==> config.mk <==
export PLATFORM = sky130hd
export DESIGN_NAME = mux_arbiter_2to1
export DESIGN_NICKNAME = d
export VERILOG_FILES = /design/src/rtl/mux_arbiter_2to1.sv
export SDC_FILE = /design/constraint.sdc
export NUM_CORES = 1
export LEC_CHECK = 0
export CAP_MARGIN = 30
export CORE_UTILIZATION = 44
export CTS_BUF_LIST = sky130_fd_sc_hd__clkbuf_4 sky130_fd_sc_hd__clkbuf_8
export DETAILED_ROUTE_END_ITERATION = 10
export DONT_BUFFER_PORTS = 1
export PLACE_DENSITY = 0.58
export SLEW_MARGIN = 5
export SYNTH_ARGS = -nofsm -noshare
export SYNTH_HDL_FRONTEND = slang
export SYNTH_SLANG_ARGS = --single-unit
==> constraint.sdc <==
create_clock -name clk -period 3.5 [get_ports clk]
set_input_delay 0.7 -clock clk [delete_from_list [all_inputs] [get_ports clk]]
set_output_delay 0.7 -clock clk [all_outputs]
set_load 0.005 [all_outputs]
==> src/rtl/mux_arbiter_2to1.sv <==
// mux_arbiter_2to1: two-requester round-robin arbiter driving a shared
// WIDTH-bit 2:1 select path into a one-word output register.
//
// Optional feature macro: ARB_LOCK_EN
//   defined   : 'lock' pins the grant to the current owner (owner flag).
//   undefined : 'lock' is ignored; pure round-robin.
//
// Handshakes:
//   Input side  : reqX=1 offers dataX; ackX=1 (combinational) means the word
//                 is taken at the coming rising edge. The requester holds
//                 reqX/dataX stable until it sees ackX, then may drop/change.
//   Output side : out_valid=1 means out_data/out_src hold an undelivered
//                 word; it is consumed at an edge where out_valid & out_ready.
//                 While out_valid & ~out_ready the word is held stable.
module mux_arbiter_2to1 #(
  parameter int WIDTH = 16,
  parameter int CNT_W = 8
) (
  input  logic             clk,
  input  logic             rst,
  input  logic             req0,
  input  logic [WIDTH-1:0] data0,
  output logic             ack0,
  input  logic             req1,
  input  logic [WIDTH-1:0] data1,
  output logic             ack1,
  input  logic             lock,
  output logic             sel,
  output logic             out_valid,
  output logic [WIDTH-1:0] out_data,
  output logic             out_src,
  input  logic             out_ready,
  output logic [CNT_W-1:0] gnt_cnt0,
  output logic [CNT_W-1:0] gnt_cnt1,
  output logic             o_dbg_state
);

  typedef enum logic {
    S_IDLE = 1'b0,
    S_FULL = 1'b1
  } state_t;

  state_t           r_state;
  logic [WIDTH-1:0] r_out_data;
  logic             r_out_src;
  logic             r_last;
  logic [CNT_W-1:0] r_cnt0;
  logic [CNT_W-1:0] r_cnt1;

  logic             w_space;
  logic             w_elig0;
  logic             w_elig1;
  logic             w_accept;
  logic             w_winner;

`ifdef ARB_LOCK_EN
  logic             r_owner;

  // While the owner flag is set only the last winner may be granted.
  always_comb begin
    w_elig0 = req0 & (~r_owner | (r_last == 1'b0));
    w_elig1 = req1 & (~r_owner | (r_last == 1'b1));
  end

  // Owner flag follows 'lock' as sampled on each accepted word.
  always_ff @(posedge clk) begin
    if (rst) begin
      r_owner <= 1'b0;
    end else if (w_accept) begin
      r_owner <= lock;
    end
  end
`else
  logic w_unused_lock;
  assign w_unused_lock = lock;

  // Without locking, any asserted request is eligible.
  always_comb begin
    w_elig0 = req0;
    w_elig1 = req1;
  end
`endif

  // Space exists when the output register is empty or is being drained now;
  // a tie goes to the requester that did not win last.
  always_comb begin
    w_space  = (r_state == S_IDLE) | out_ready;
    w_accept = ~rst & w_space & (w_elig0 | w_elig1);
    if (w_elig0 & w_elig1) begin
      w_winner = ~r_last;
    end else begin
      w_winner = w_elig1;
    end
  end

  // Handshake and mux select outputs; idle sel shows the previous winner.
  always_comb begin
    ack0 = w_accept & ~w_winner;
    ack1 = w_accept &  w_winner;
    sel  = w_accept ? w_winner : r_last;
  end

  // Output-register FSM: capture the winning word, hold it until drained.
  always_ff @(posedge clk) begin
    if (rst) begin
      r_state    <= S_IDLE;
      r_out_data <= '0;
      r_out_src  <= 1'b0;
      r_last     <= 1'b1;
    end else begin
      case (r_state)
        S_IDLE: begin
          if (w_accept) begin
            r_state <= S_FULL;
          end
        end
        S_FULL: begin
          if (out_ready && !w_accept) begin
            r_state <= S_IDLE;
          end
        end
        default: r_state <= S_IDLE;
      endcase
      if (w_accept) begin
        r_out_data <= w_winner ? data1 : data0;
        r_out_src  <= w_winner;
        r_last     <= w_winner;
      end
    end
  end

  // Per-requester grant counters, wrapping modulo 2**CNT_W.
  always_ff @(posedge clk) begin
    if (rst) begin
      r_cnt0 <= '0;
      r_cnt1 <= '0;
    end else begin
      if (ack0) begin
        r_cnt0 <= r_cnt0 + CNT_W'(1);
      end
      if (ack1) begin
        r_cnt1 <= r_cnt1 + CNT_W'(1);
      end
    end
  end

  assign out_valid   = (r_state == S_FULL);
  assign out_data    = r_out_data;
  assign out_src     = r_out_src;
  assign gnt_cnt0    = r_cnt0;
  assign gnt_cnt1    = r_cnt1;
  assign o_dbg_state = r_state;

endmodule

==> impl_metrics.py, run 1 <==
metrics = {
    "outcome": {
        "status": "completed",
    },
    "worst_setup_path": {
        "startpoint": "o_dbg_state$_SDFF_PP0_",
        "crit_path_max_fanout": 21,
        "r2r_cells": 5,
        "critical_path_arrival_ps": 1690,
        "r2r_end": "gnt_cnt1[7]$_SDFFE_PP0P_",
        "r2r_slack_ps": 1540,
        "r2r_start": "o_dbg_state$_SDFF_PP0_",
        "worstSetupPathType": "reg -> out",
        "endpoint_kind": "primary output",
        "endpoint": "ack1",
        "cp.required_ps": 2800,
        "cp-start-kind": "register",
    },
    "final_layout": {
        "final_cells": 215,
        "mostFrequentLayoutCells": "nand2_1 (41), dfxtp_1 (35), a22oi_1 (16), nor2_1 (9), a21oi_1 (8)",
        "fin_area_um2": 1560,
        "n_antenna_cell": 0,
        "final_common_cell": "nand2_1",
        "drive_gt1_share_pct": 7.60,
        "fin_nets": 210,
        "area_delta_synth_final_pct": 6.31,
        "fin_util_pct": 50.2,
    },
    "pwr": {
        "intPower_uw": 607,
        "power_density_nw_per_um2": 502,
        "power_frac_comb_pct": 6.1,
        "p_switching_uw": 175,
        "seqPwrFrac_pct": 56.0,
        "leakage_uw": 0.000629,
        "swShare_pct": 22.4,
        "ir_worst_vdd_mv": 0.179,
        "power_frac_clock_pct": 38.0,
        "finalPower_uw": 783,
    },
    "sta": {
        "setup_viol": 0,
        "worstMarginPinSlew_ps": 409,
        "drv_slew": 0,
        "fin_crit_ps": 2390,
        "fmax_ghz": 0.418,
        "hold_violations": 0,
        "finClkSkew_ps": 8.43,
        "max_slew_margin_pct": 72.6,
        "tns_ps": 0,
        "rsz0062_at_grt": "no",
        "timing.final.crit_share_pct": 68.3,
    },
    "routing": {
        "wl_per_cell_um": 13.7,
        "drc": 0,
        "vias": 1195,
        "dr.pass1.iters": 4,
        "routed_via_density": 5.56,
        "drt_iter0_markers": 107,
        "wl_um": 2950,
        "ant_nets": 0,
    },
    "cts": {
        "insertion_delay_ps": 330,
        "cts_resized": 0,
        "cts_root_buf": "clkbuf_4",
        "clock_sinks": 35,
        "cts_hold_buf": 0,
        "numCtsBuffers": 5,
        "tritoncts": "done",
        "cts.path.max_buffers": 2,
        "cts.clk_slew.worst_paths_ps": 100,
        "cts_setup_buffers": 0,
        "htree_levels": 2,
    },
    "placed_design": {
        "dp.cells": 207,
        "gp_congestion": 0.756,
        "io_buffers": 0,
        "hpwl_um": 2070,
        "placed_cell_area_um2": 1470,
    },
    "grt": {
        "grt_pass1_vias": 1120,
        "grt_overflow": 0,
        "antenna_found_initial": 0,
        "grt_max_degree": 23,
        "grt_use_total_pct": 18.6,
        "grt_pass1_wl_um": 4820,
    },
    "floorplan": {
        "die_y_um": 59.7,
        "die_area_um2": 3570,
        "die_w_um": 59.7,
        "start_util_pct": 47.3,
        "num_io_pins": 76,
        "fp-row-count": 20,
        "fp.coreArea_um2": 3100,
    },
    "synth": {
        "yosys_warnings": 0,
        "synth_area_um2": 1470,
        "synth.largest_area_cell": "dfxtp_1",
        "syn-instance-count": 171,
        "syn_nets": 211,
        "synthDistinctLibCells": 33,
        "ys_seq_area_share_pct": 47.8,
        "yosysTopAreaCellShare_pct": 47.8,
        "synth.ff_latch_count": 35,
        "avgSynthCellArea_um2": 8.58,
        "synth_area_leaders": "dfxtp_1 (48%), nand2_1 (10%), a22oi_1 (8.2%)",
    },
    "job": {
        "drv_cap": 0,
    },
    "hold_path": {
        "worstHoldPathType": "in -> reg",
    },
}
## routing by layer
| metal | GRT usage, % | wire, um | up-vias |
|---|---|---|---|
| li1 | - | - | 593 |
| met5 | 0 | 0 | - |
| met3 | 9.74 | 241 | 2 |
| met1 | 19.2 | 1230 | 545 |
| met2 | 31.7 | 1460 | 55 |
| met4 | 7.31 | 21 | 0 |
## power by group through the flow
stage	clock network (uW)	logic, uW	registers, uW
finish	297	47.4	438
global route	333	54.6	441
CTS	309	48.2	438
detailed placement	0	48.5	446
global placement	0	45.9	447
floorplan	0	46.5	442
## area by class of cell
cell class,instances,area (um^2)
Clock buffer,6,51.3
Clock inverter,2,35.0
Fill cell,319,1540
Inverter,3,11.3
Multi-Input combinational cell,124,698
Sequential cell,35,701
Tap cell,44,55.1
Timing Repair Buffer,1,7.51
## synthesized netlist by cell type
cell / number
buf_1: 1
nor2_1: 9
dfxtp_1: 35
or3_1: 7
o21ai_0: 6
nor4_1: 1
nand2_1: 41
and2_1: 2
a41oi_1: 1
or2_2: 2
inv_2: 2
buf_6: 2
a21oi_1: 8
mux2_1: 2
clkbuf_1: 2
buf_4: 1
a21bo_1: 1
inv_1: 1
a22oi_1: 16
a31oi_1: 1
buf_2: 3
nor2b_1: 3
o211ai_1: 1
nand3_1: 5
o31ai_1: 1
nand4_1: 5
xor2_1: 1
nor3b_1: 1
and4_1: 2
nand2b_1: 1
ha_1: 2
xnor2_1: 4
or2b_1: 1
## flip-flops by register name (all words and copies together), names as in the netlist
| register | count |
|---|---|
| gnt_cnt1 | 8 |
| gnt_cnt0 | 8 |
| o_dbg_state | 1 |
| out_src | 1 |
| r_last | 1 |
| out_data | 16 |
## worst max-delay path: stages (launching register included)
cell	delay, ps
dfxtp_1	360
nor2b_1	180
or3_1	480
inv_2	340
## worst min path at each step
stage	slack, ps	depth (start not counted)	startpoint	end
after floorplan	440	2	out_src$_SDFFE_PP0P_	out_src$_SDFFE_PP0P_
after global placement	460	2	out_src$_SDFFE_PP0P_	out_src$_SDFFE_PP0P_
after detailed placement	470	2	out_src$_SDFFE_PP0P_	out_src$_SDFFE_PP0P_
after CTS	400	1	rst	gnt_cnt0[7]$_SDFFE_PP0P_
after global routing	380	1	rst	gnt_cnt0[3]$_SDFFE_PP0P_
final	420	1	rst	o_dbg_state$_SDFF_PP0_
## metrics by stage
stage	hold WS (ps)	setup slack, ps
floorplan	439	1160
global placement	462	1130
detailed placement	466	1100
CTS	402	1070
global route	377	921
finish	423	1110
## cell families after synthesis
family | Yosys count | synth area share, %
simple gates | 80 | 25.7
compound gates | 35 | 15.7
flops | 35 | 47.8
buf+inv | 12 | 4.61
xor+xnor | 5 | 2.99
mux | 2 | 1.54
fa+ha+maj | 2 | 1.71
Power figures use the tool's default switching activity.
==> run 2, diff against run 1 <==
==> constraint.sdc (replaced) <==
create_clock -name clk -period 2.3 [get_ports clk]
set_input_delay 0.46 -clock clk [delete_from_list [all_inputs] [get_ports clk]]
set_output_delay 0.46 -clock clk [all_outputs]
set_load 0.005 [all_outputs]
==> impl_metrics.py, run 2 (synthesized netlist as in run 1, its figures left out) <==
metrics = {
    "hold_path": {
        "hold_depth": 1,
        "worstHoldPathType": "in -> reg",
    },
    "grt": {
        "grt_max_degree": 23,
        "grt_overflow": 0,
        "grt_pass1_wl_um": 5050,
        "grt_use_total_pct": 19.1,
        "grt_pass1_vias": 1206,
        "antenna_found_initial": 0,
    },
    "final_layout": {
        "n_antenna_cell": 0,
        "nFillCells": 318,
        "largest_register_ffs": 16,
        "area_delta_synth_final_pct": 7.34,
        "final_common_cell": "nand2_1",
        "regArea_um2": 701,
        "drive_gt1_share_pct": 8.67,
        "multiInputGateArea_um2": 698,
        "fin_util_pct": 50.7,
        "mostFrequentLayoutCells": "nand2_1 (41), dfxtp_1 (35), a22oi_1 (16), nor2_1 (9), a21oi_1 (8)",
        "fin_nets": 212,
    },
    "floorplan": {
        "fp.coreArea_um2": 3100,
        "die_y_um": 59.7,
        "fp-row-count": 20,
        "start_util_pct": 47.3,
        "num_io_pins": 76,
        "die_w_um": 59.7,
        "die_area_um2": 3570,
    },
    "placed_design": {
        "io_buffers": 0,
        "pre_cts_slack_ps": 438,
        "gp_congestion": 0.730,
        "hpwl_um": 2120,
    },
    "routing": {
        "dr.pass1.iters": 5,
        "wl_um": 2980,
        "drc": 0,
        "ant_nets": 0,
        "met3_length_um": 284,
        "routed_via_density": 5.56,
        "vias": 1207,
        "wl_per_cell_um": 13.7,
        "met2_length_um": 1420,
        "drt-met1-wl_um": 1230,
        "top_layer": "met4",
        "drt_iter0_markers": 80,
    },
    "sta": {
        "max_slew_margin_pct": 73.9,
        "tns_ps": 0,
        "fin_crit_ps": 2010,
        "finClkSkew_ps": 6.22,
        "timing.final.crit_share_pct": 87.3,
        "setup_viol": 0,
        "fmax_ghz": 0.498,
        "worstMarginPinSlew_ps": 390,
        "setup_slack_ps": 292,
        "rsz0062_at_grt": "no",
        "drv_slew": 0,
        "hold_violations": 0,
    },
    "cts": {
        "numCtsBuffers": 5,
        "cts.path.max_buffers": 2,
        "insertion_delay_ps": 330,
        "htree_levels": 2,
        "cts_resized": 0,
        "tritoncts": "done",
        "cts_root_buf": "clkbuf_4",
        "cts.clk_slew.worst_paths_ps": 100,
        "clock_sinks": 35,
        "cts_setup_buffers": 0,
        "cts_hold_buf": 0,
    },
    "worst_setup_path": {
        "critical_path_arrival_ps": 1550,
        "cpPeakStageDelay_ps": 490,
        "crit_chain": "nor2b_1 -> or3_1 -> inv_2",
        "cp-start-kind": "register",
        "endpoint_kind": "primary output",
        "cp.required_ps": 1840,
        "r2r_cells": 5,
        "worstSetupPathType": "reg -> out",
        "crit_path_max_fanout": 7,
        "slowest_stage": "or3_1",
    },
    "pwr": {
        "power_density_nw_per_um2": 762,
        "ir_worst_vdd_mv": 0.380,
        "leakage_uw": 0.000640,
    },
    "outcome": {
        "status": "completed",
    },
    "job": {
        "drv_cap": 0,
    },
}
-- run 2: cell types whose count changed in the layout (fill, tap and decap cells not counted) --
cell / before / now
buf_4: 1 / 3
-- run 2: cell type report --
type | instances | area share, %
flip-flops and latches | 35 | 44.5
multi-input cells | 124 | 44.4
well taps | 44 | 3.50
clock buffers | 6 | 3.26
clock inverters | 2 | 2.23
repair buffers | 3 | 1.43
inverters | 3 | 0.715
-- run 2: path summary, 6_finish.rpt --
path                                        startpoint                  endpoint  slack [ps]
worst min-delay path                               rst  gnt_cnt0[1]$_SDFFE_PP0P_         180
worst min register to register    out_src$_SDFFE_PP0P_      out_src$_SDFFE_PP0P_         480
worst max register to register  o_dbg_state$_SDFF_PP0_  gnt_cnt1[7]$_SDFFE_PP0P_         540
worst max-delay path            o_dbg_state$_SDFF_PP0_                      ack1         290
-- run 2: critical path, delay by kind of cell, from the launching register on --
kind | cells | cell delay [ps]
buf+inv | 1 | 190
flops | 1 | 360
simple gates | 2 | 670
-- run 2: metal layers --
metal | vias up | global-route usage [%]
met5 | - | 0
met4 | 0 | 8.31
met3 | 5 | 7.14
met2 | 57 | 33.0
met1 | 538 | 20.7
li1 | 607 | -
-- run 2: metrics by stage --
step	hold WS, ps	instances	area (um^2)	total power [uW]
detailed placement	468	209	1490	755
global route	158	217	1570	1260
global placement	459	209	1490	753
floorplan	439	171	1470	744
CTS	167	217	1570	1220
finish	184	217	1570	1200
-- run 2: power by group --
group          switching, uW  leakage (uW)  internal, uW
sequential              27.7      0.000286           639
combinational           43.7      0.000305          31.2
clock                    202     0.0000482           257
